File: src/rtl/sync_fifo_wr_arbiter_if.sv
// Bundle between NUM_REQ producers, the write arbiter and the FIFO write port.
// A beat moves on a rising edge where i_req_valid[r] and o_req_ready[r] are both high; valid never waits on ready.
interface sync_fifo_wr_arbiter_if #(
   parameter int WIDTH   = 16,
   parameter int NUM_REQ = 4
);
   localparam int ID_W = $clog2(NUM_REQ);

   logic [NUM_REQ-1:0]       i_req_valid;
   logic [NUM_REQ*WIDTH-1:0] i_req_data;
   logic [NUM_REQ-1:0]       o_req_ready;
   logic [WIDTH-1:0]         o_fifo_data;
   logic                     o_fifo_wr_en;
   logic                     i_fifo_full;
   logic [ID_W-1:0]          o_grant_id;
   logic                     o_busy;

   modport master (
      output i_req_valid, i_req_data, i_fifo_full,
      input  o_req_ready, o_fifo_data, o_fifo_wr_en, o_grant_id, o_busy
   );

   modport slave (
      input  i_req_valid, i_req_data, i_fifo_full,
      output o_req_ready, o_fifo_data, o_fifo_wr_en, o_grant_id, o_busy
   );
endinterface

File: src/rtl/sync_fifo_wr_arbiter.sv
// Round-robin, burst-limited arbiter sharing one sync_fifo write port among NUM_REQ producers.
// Each grant passes through IDLE, so a change of owner always costs one bubble cycle.
module sync_fifo_wr_arbiter #(
   parameter int WIDTH     = 16,
   parameter int NUM_REQ   = 4,
   parameter int MAX_BURST = 8,
   localparam int ID_W     = $clog2(NUM_REQ),
   localparam int CNT_W    = $clog2(MAX_BURST + 1)
) (
   input  logic                    i_clk,
   input  logic                    i_rst,
   sync_fifo_wr_arbiter_if.slave   bus,
   output logic                    dbg_state,
   output logic [CNT_W-1:0]        dbg_beat_cnt
);

   typedef enum logic {
      IDLE  = 1'b0,
      BURST = 1'b1
   } state_t;

   state_t            state_q, state_d;
   logic [ID_W-1:0]   grant_q, grant_d;
   logic [ID_W-1:0]   last_q, last_d;
   logic [CNT_W-1:0]  cnt_q, cnt_d;

   logic [ID_W:0]     rr_sum;
   logic [ID_W-1:0]   rr_cand;
   logic [ID_W-1:0]   pick_id;
   logic              pick_found;

   logic              in_burst;
   logic              grant_valid;
   logic              beat;
   logic              last_beat;

   always_ff @(posedge i_clk or posedge i_rst) begin
      if (i_rst) begin
         state_q <= IDLE;
         grant_q <= '0;
         last_q  <= ID_W'(NUM_REQ - 1);
         cnt_q   <= '0;
      end else begin
         state_q <= state_d;
         grant_q <= grant_d;
         last_q  <= last_d;
         cnt_q   <= cnt_d;
      end
   end

   // Search last+1, last+2, ... with wrap; the first valid requester wins.
   always_comb begin
      rr_sum     = '0;
      rr_cand    = '0;
      pick_id    = '0;
      pick_found = 1'b0;
      for (int i = 1; i <= NUM_REQ; i++) begin
         rr_sum = {1'b0, last_q} + (ID_W + 1)'(i);
         if (rr_sum >= (ID_W + 1)'(NUM_REQ)) begin
            rr_sum = rr_sum - (ID_W + 1)'(NUM_REQ);
         end
         rr_cand = rr_sum[ID_W-1:0];
         if (!pick_found && bus.i_req_valid[rr_cand]) begin
            pick_found = 1'b1;
            pick_id    = rr_cand;
         end
      end
   end

   assign in_burst    = (state_q == BURST);
   assign grant_valid = bus.i_req_valid[grant_q];
   assign beat        = in_burst && grant_valid && !bus.i_fifo_full;
   assign last_beat   = (cnt_q == CNT_W'(MAX_BURST - 1));

   always_comb begin
      state_d = state_q;
      grant_d = grant_q;
      last_d  = last_q;
      cnt_d   = cnt_q;
      case (state_q)
         IDLE: begin
            if (pick_found) begin
               grant_d = pick_id;
               last_d  = pick_id;
               cnt_d   = '0;
               state_d = BURST;
            end
         end
         BURST: begin
            // A full FIFO freezes the burst: no beat, no count, no release.
            if (!bus.i_fifo_full) begin
               if (beat) begin
                  if (last_beat) begin
                     state_d = IDLE;
                     cnt_d   = '0;
                  end else begin
                     cnt_d = cnt_q + CNT_W'(1);
                  end
               end else begin
                  state_d = IDLE;
                  cnt_d   = '0;
               end
            end
         end
         default: begin
            state_d = IDLE;
         end
      endcase
   end

   assign bus.o_req_ready  = (in_burst && !bus.i_fifo_full) ? (NUM_REQ'(1) << grant_q) : '0;
   assign bus.o_fifo_wr_en = beat;
   assign bus.o_fifo_data  = in_burst ? bus.i_req_data[int'(grant_q) * WIDTH +: WIDTH] : '0;
   assign bus.o_grant_id   = grant_q;
   assign bus.o_busy       = in_burst;

   assign dbg_state    = state_q;
   assign dbg_beat_cnt = cnt_q;

endmodule

File: src/flat_wrapper.sv
// flat-port wrapper written by rule: the top's interface ports become plain ports
module sync_fifo_wr_arbiter_flat 
#(
   parameter int WIDTH     = 16,
   parameter int NUM_REQ   = 4,
   parameter int MAX_BURST = 8,
   localparam int ID_W     = $clog2(NUM_REQ),
   localparam int CNT_W    = $clog2(MAX_BURST + 1)
)
  (i_clk, i_rst, dbg_state, dbg_beat_cnt, bus_i_req_valid, bus_i_req_data, bus_i_fifo_full, bus_o_req_ready, bus_o_fifo_data, bus_o_fifo_wr_en, bus_o_grant_id, bus_o_busy);
  sync_fifo_wr_arbiter_if #(.WIDTH(WIDTH), .NUM_REQ(NUM_REQ)) bus_i ();
  input  logic i_clk;
  input  logic i_rst;
  output logic dbg_state;
  output logic [CNT_W-1:0] dbg_beat_cnt;
  input wire logic [$bits(bus_i.i_req_valid)-1:0] bus_i_req_valid;
  input wire logic [$bits(bus_i.i_req_data)-1:0] bus_i_req_data;
  input wire logic [$bits(bus_i.i_fifo_full)-1:0] bus_i_fifo_full;
  output wire logic [$bits(bus_i.o_req_ready)-1:0] bus_o_req_ready;
  output wire logic [$bits(bus_i.o_fifo_data)-1:0] bus_o_fifo_data;
  output wire logic [$bits(bus_i.o_fifo_wr_en)-1:0] bus_o_fifo_wr_en;
  output wire logic [$bits(bus_i.o_grant_id)-1:0] bus_o_grant_id;
  output wire logic [$bits(bus_i.o_busy)-1:0] bus_o_busy;
  assign bus_i.i_req_valid = bus_i_req_valid;
  assign bus_i.i_req_data = bus_i_req_data;
  assign bus_i.i_fifo_full = bus_i_fifo_full;
  assign bus_o_req_ready = bus_i.o_req_ready;
  assign bus_o_fifo_data = bus_i.o_fifo_data;
  assign bus_o_fifo_wr_en = bus_i.o_fifo_wr_en;
  assign bus_o_grant_id = bus_i.o_grant_id;
  assign bus_o_busy = bus_i.o_busy;
  sync_fifo_wr_arbiter #(.WIDTH(WIDTH), .NUM_REQ(NUM_REQ), .MAX_BURST(MAX_BURST)) u_core (.i_clk(i_clk), .i_rst(i_rst), .bus(bus_i), .dbg_state(dbg_state), .dbg_beat_cnt(dbg_beat_cnt));
endmodule
File: config.mk
export PLATFORM = sky130hd
export DESIGN_NAME = sync_fifo_wr_arbiter_flat
export DESIGN_NICKNAME = d
export VERILOG_FILES = /design/src/rtl/sync_fifo_wr_arbiter_if.sv /design/src/rtl/sync_fifo_wr_arbiter.sv /design/src/flat_wrapper.sv
export SDC_FILE = /design/constraint.sdc
export NUM_CORES = 1
export LEC_CHECK = 0
export BUFFER_PORTS_ARGS = -buffer_cell sky130_fd_sc_hd__buf_2
export CAP_MARGIN = 0
export CORE_MARGIN = 2
export CORE_UTILIZATION = 34
export CTS_CLUSTER_SIZE = 40
export DETAILED_ROUTE_END_ITERATION = 8
export GPL_TIMING_DRIVEN = 0
export MAX_ROUTING_LAYER = met4
export PLACE_DENSITY = 0.78
export SYNTH_ARGS = -nofsm -noshare
export SYNTH_HDL_FRONTEND = slang
export SYNTH_SLANG_ARGS = --single-unit
File: constraint.sdc
create_clock -name i_clk -period 1.4 [get_ports i_clk]
set_clock_uncertainty 0.05 [all_clocks]
set_input_delay 0.14 -clock i_clk [delete_from_list [all_inputs] [get_ports i_clk]]
set_output_delay 0.14 -clock i_clk [all_outputs]
set_load 0.02 [all_outputs]
==> results.yml, run 1 <==
critical_path:
  rrSetupSlack_ns: -0.22
  cpMaxStageDelayCell: "mux4_2"
  cp_max_fo: 10
  cp.arrival_ns: 1.69
  crit_chain: "buf_12 -> mux4_2 -> and2_1 -> buf_2"
  cp.required_ns: 1.21
  critical_path_class: "register to output port"
  start_kind: "register"
  slowest_delay_ns: 0.50
  cp-end-kind: "output port"
die:
  dieHeight_um: 60.6
  io_pins: 100
  initial_core_util_pct: 35.7
  row_count: 20
  dieArea_sq_mm: 0.00368
  die_x_um: 60.6
  core_sq_mm: 0.00305
power:
  p_per_area_mw_per_mm2: 2100
  power.leakage_nw: 0.988
  peakVddDrop_mv: 0.628
global_route:
  grt_max_degree: 11
  grt_pass1_vias: 1377
  antenna_found_initial: 0
  track_usage_pct: 23.9
  grt_pass1_wl_um: 6260
  grt_overflow_total: 0
place:
  io_buffer_count: 99
  dp_hpwl_um: 3010
  dp_cells: 250
  place_congestion: 0.763
clocking:
  h-tree-depth: 1
  cts_buffers: 3
  clkSinkCount: 9
  cts_buffer_depth: 2
  insertion_delay_ns: 0.26
  cts.clk_slew.worst_paths_ns: 0.06
  cts_root_buf: "clkbuf_4"
  cts_tree: "built"
yosys:
  synth_area_sq_mm: 0.00109
  ys_types: 34
  ys_seq_area_share_pct: 20.9
  yosys_warnings: 0
  netlist_instances: 107
  synth-compound-area-share_pct: 7.22
  synth_top_family_by_area: "multiplexers"
  syn_avg_cell_area_sq_um: 10.2
  syn-num-nets: 179
  synth-xor-area-share_pct: 0.803
  ys_ff_latch: 9
  synth_fa_ha_area_share_pct: 1.15
  yosys.area_share.simple_pct: 29.2
  synthMuxAreaShare_pct: 36.0
route:
  vias: 1436
  wl_um: 4850
  drc: 0
  viasPerCell: 5.44
  dr.first_iter.drc_count: 77
  ant_nets: 0
  wire_per_inst_um: 18.4
  firstDrtPassIters: 4
status:
  outcome: "finished, violations left"
  failed_checks: "negative setup slack"
job:
  maxCapViolations: 0
layout:
  final-seq-area_sq_um: 231
  fill_cells: 224
  area_growth_syn_to_layout_pct: 85.1
  layout-drive-gt1-share_pct: 79.5
  diodes: 0
  multi_input_area_sq_um: 928
  nets: 293
  fin_cells: 264
timing:
  fin_crit_ns: 1.88
  setup_violations: 29
  grt_setup_unrepaired: "true"
  finalSetupTns_ns: -8.99
  relSlewSlack_pct: 76.6
  hold_violations: 0
  tightest_slew_ns: 0.350
  min_period_over_period_pct: 134
  finalWorstSetupSlack_ns: -0.478
  fmax_mhz: 532
  final_max_slew_viol_count: 0
hold_path:
  hp-class: "primary input to register"
layout make-up:
type,instances,area share [%]
well taps,44,2.73
inverters,2,0.372
clock buffers,4,1.30
multi-input cells,88,46.0
plain buffers,7,3.22
flip-flops and latches,9,11.5
repair buffers,110,34.9
synth_stat cells, drive strengths merged:
library cell  instances  share of area (%)
o21ai                 4                2.2
nand2                13                4.5
nor3                  1               0.46
a21oi                 5                2.6
dfstp                 2                4.8
nor4                  1               0.57
and3                  1               0.57
nand3b                1               0.69
buf                   5                3.0
mux4                 17                 35
clkbuf                3                1.0
mux2i                 1               0.92
nand3                 1               0.46
xor2                  1               0.80
nand2b                3                1.7
o22a                  1               0.80
or3b                  1               0.80
dfrtp                 7                 16
and2                 17                 10
a22o                  1               0.80
inv                   2               0.69
and3b                 2                1.6
o311ai                1               0.80
nor2                  7                2.4
nor3b                 4                2.8
nor2b                 3                1.7
ha                    1                1.1
or4                   1                1.0
cells in the final DEF (no fill, tap or decap), types with 4 or more instances in the layout:
cell type  Yosys  final
buf_2          2     80
buf_6          1     20
mux4_2        17     17
and2_4         1     15
buf_4          1     12
nand2_1       13     11
nor2_1         7      6
dfrtp_1        7      4
what timing repair did:
action                                  in CTS  in global routing
buffers inserted                             7                  3
hold buffers                                 1                  0
endpoints found under the hold margin        7                  0
resized for setup                           50                 17
pin swaps                                    3                  7
endpoints found under the setup margin      29                 29
per-layer routing:
layer,vias up,track usage (%),wire length (um),share of wire [%]
met1,692,21.2,1520,31
met5,-,-,0,0
li1,627,-,-,-
met3,24,6.40,508,10
met2,93,46.9,2630,54
met4,0,9.01,186,3.8
registers in the layout, indices dropped and copies added, names as in the netlist:
name	count
u_core.dbg_beat_cnt	4
u_core.bus.o_grant_id	2
u_core.bus.o_busy	1
u_core.last_q	2
worst max-delay path, delay by kind of cell (launching register included):
kind	cells	cell delay, ns
simple gates	1	0.17
mux	1	0.50
flops	1	0.44
buf+inv	2	0.32
cells by family (layout without fill, tap and decap cells):
group	after synthesis	count (layout)
AND/OR/NAND/NOR	56	56
multiplexers	18	18
AO/OA/AOI/OAI	12	12
buffers and inverters	10	123
flip-flops	9	9
adder cells (fa/ha/maj)	1	1
XOR/XNOR	1	1
per-stage QoR:
| stage | utilization, % | setup WS (ns) | hold slack (ns) | power (W) | cell area [sq um] |
|---|---|---|---|---|---|
| floorplan | - | -0.201 | -0.0836 | 0.00248 | 1150 |
| global placement | 55.7 | -0.334 | 0.0655 | 0.00311 | 1700 |
| detailed placement | 55.7 | -0.370 | 0.0657 | 0.00315 | 1700 |
| CTS | 63.6 | -0.465 | 0.152 | 0.00392 | 1940 |
| global route | 66.1 | -0.520 | 0.206 | 0.00443 | 2020 |
| finish | 66.1 | -0.478 | 0.173 | 0.00424 | 2020 |
power by group:
group	switching, W	internal (W)	total, W	leakage [nW]
registers	0.000169	0.000383	0.000552	0.106
clock network	0.0000923	0.000110	0.000202	0.0150
logic	0.00157	0.00192	0.00349	0.866
total	0.00183	0.00241	0.00424	0.988
path summary, 6_finish.rpt:
kind,from,end,cells after the start
min reg2reg,u_core.dbg_beat_cnt[0]$_DFFE_PP0P_,u_core.dbg_beat_cnt[0]$_DFFE_PP0P_,1
min,bus_i_fifo_full,u_core.bus.o_busy$_DFF_PP0_,3
max in group asynchronous,i_rst,u_core.last_q[0]$_DFFE_PP1P_,3
min in group asynchronous,i_rst,u_core.bus.o_grant_id[1]$_DFFE_PP0P_,3
max,u_core.bus.o_grant_id[0]$_DFFE_PP0P_,bus_o_fifo_data[0],4
max reg2reg,u_core.bus.o_grant_id[1]$_DFFE_PP0P_,u_core.dbg_beat_cnt[1]$_DFFE_PP0P_,4
(Power assumes the default switching activity.)
==> inputs of run 2 (changes only) <==
CORE_UTILIZATION = 40   (was 34)
PLACE_DENSITY = 0.86   (was 0.78)
clock period = 2.2 ns   (was 1.4 ns; I/O delays follow)
==> results.yml, run 2 (same netlist as run 1, synthesis figures left out) <==
critical_path:
  cp.required_ns: 1.93
  cp.arrival_ns: 1.80
  cp-end-kind: "output port"
  slowest_delay_ns: 0.52
  start_kind: "register"
  cpMaxStageDelayCell: "mux4_2"
  cp_max_fo: 10
  crit_chain: "clkbuf_4 -> mux4_2 -> and2_1 -> buf_2"
  critical_path_class: "register to output port"
timing:
  min_period_over_period_pct: 94.0
  grt_setup_unrepaired: "false"
  tightest_slew_ns: 0.420
  setup_violations: 0
  fin_hold_ws_ns: 0.274
  finalSetupTns_ns: 0
  fmax_mhz: 483
  final_max_slew_viol_count: 0
  hold_violations: 0
  relSlewSlack_pct: 72.0
  fin_crit_ns: 2.07
route:
  drc: 0
  viasPerCell: 5.29
  wl_um: 3320
  vias: 1276
  ant_nets: 0
  firstDrtPassIters: 4
  wire_per_inst_um: 13.8
  dr.first_iter.drc_count: 40
clocking:
  cts_tree: "built"
  cts_root_buf: "clkbuf_4"
  cts_buffers: 3
  cts_buffer_depth: 2
  postCtsSetupBuffers: 0
  cts.clk_slew.worst_paths_ns: 0.06
  h-tree-depth: 1
  insertion_delay_ns: 0.26
  clkSinkCount: 9
layout:
  final_util_pct: 66.1
  diodes: 0
  layout-drive-gt1-share_pct: 61.6
  nets: 284
  largest_reg_flops: 4
  final_common_cell: "buf_2"
  area_growth_syn_to_layout_pct: 52.8
  final_cell_mix: "buf_2, mux4_2, and2_1"
die:
  die_x_um: 56.2
  dieArea_sq_mm: 0.00316
  core_sq_mm: 0.00252
  dieHeight_um: 56.2
  row_count: 18
  io_pins: 100
  initial_core_util_pct: 43.3
global_route:
  grt_pass1_vias: 1269
  antenna_found_initial: 0
  grt_overflow_total: 0
  grt_pass1_wl_um: 5400
  track_usage_pct: 21.5
  grt_max_degree: 11
power:
  power.leakage_nw: 0.845
  peakVddDrop_mv: 1.12
  p_per_area_mw_per_mm2: 1170
place:
  dp_hpwl_um: 2770
  place_congestion: 0.869
  io_buffer_count: 99
hold_path:
  hp-class: "primary input to register"
job:
  maxCapViolations: 0
status:
  outcome: "complete, no violations"
==> run 2: cell types whose count changed in the layout (fill, tap and decap cells not counted), moves of 3 or more <==
cell      change
buf_6        -19
dfrtp_1       +3
dfrtp_2       -3
and2_1       +14
clkbuf_1      +3
and2_4       -14
buf_4        -10
buf_2        +19
==> run 2: worst paths after layout <==
kind	from	cells past startpoint	slack, ns	end
min reg2reg	u_core.last_q[1]$_DFFE_PP1P_	2	0.45	u_core.last_q[1]$_DFFE_PP1P_
min in group asynchronous	i_rst	3	0.41	u_core.dbg_beat_cnt[3]$_DFFE_PP0P_
max	u_core.bus.o_grant_id[0]$_DFFE_PP0P_	4	0.13	bus_o_fifo_data[13]
max in group asynchronous	i_rst	3	1.39	u_core.last_q[1]$_DFFE_PP1P_
max reg2reg	u_core.bus.o_grant_id[1]$_DFFE_PP0P_	5	0.54	u_core.dbg_beat_cnt[2]$_DFFE_PP0P_
min	bus_i_fifo_full	3	0.27	u_core.bus.o_busy$_DFF_PP0_
==> run 2: layout make-up <==
class	count	area, sq um
buffer	8	50.0
tap	30	37.5
timing repair buffer	100	505
sequential	9	228
fill	233	856
clock buffer	4	26.3
inverter	2	7.51
multi-input combinational	88	812
==> run 2: metrics by stage <==
step	setup slack [ns]	total power, W	std cells	instance area, sq um
finish	0.131	0.00194	241	1670
global route	0.00448	0.00208	241	1670
CTS	0.0134	0.00196	241	1660
detailed placement	0.280	0.00182	236	1620
global placement	0.290	0.00179	236	1620
floorplan	0.341	0.00139	107	1090
==> run 2: repair_timing <==
| item | in CTS | in global routing |
|---|---|---|
| hold buffers | 1 | 0 |
| resized for setup | 1 | 2 |
| endpoints found under the setup margin | 1 | 14 |
| hold endpoints to repair | 7 | 0 |
| cloned | 0 | 0 |
==> run 2: routing by layer <==
layer | wire, um | part of all wire [%] | vias up | GRT usage (%)
met4 | 12 | 0.36 | 0 | 2.72
met5 | 0 | 0 | - | -
met2 | 1720 | 52 | 71 | 39.8
met3 | 337 | 10 | 4 | 4.88
met1 | 1250 | 38 | 596 | 24.0
li1 | - | - | 605 | -
==> run 2: power by group <==
part / switching, W / total [W] / leakage (nW) / internal [W]
Combinational: 0.000771 / 0.00148 / 0.721 / 0.000709
Sequential: 0.0000941 / 0.000333 / 0.109 / 0.000239
Clock: 0.0000606 / 0.000131 / 0.0150 / 0.0000700
Total: 0.000926 / 0.00194 / 0.845 / 0.00102
==> run 2: critical path, delay by kind of cell, from the launching register on <==
kind	cells	cell delay, ns
muxes	1	0.52
buffers and inverters	2	0.42
DFF	1	0.44
and+or+nand+nor	1	0.16
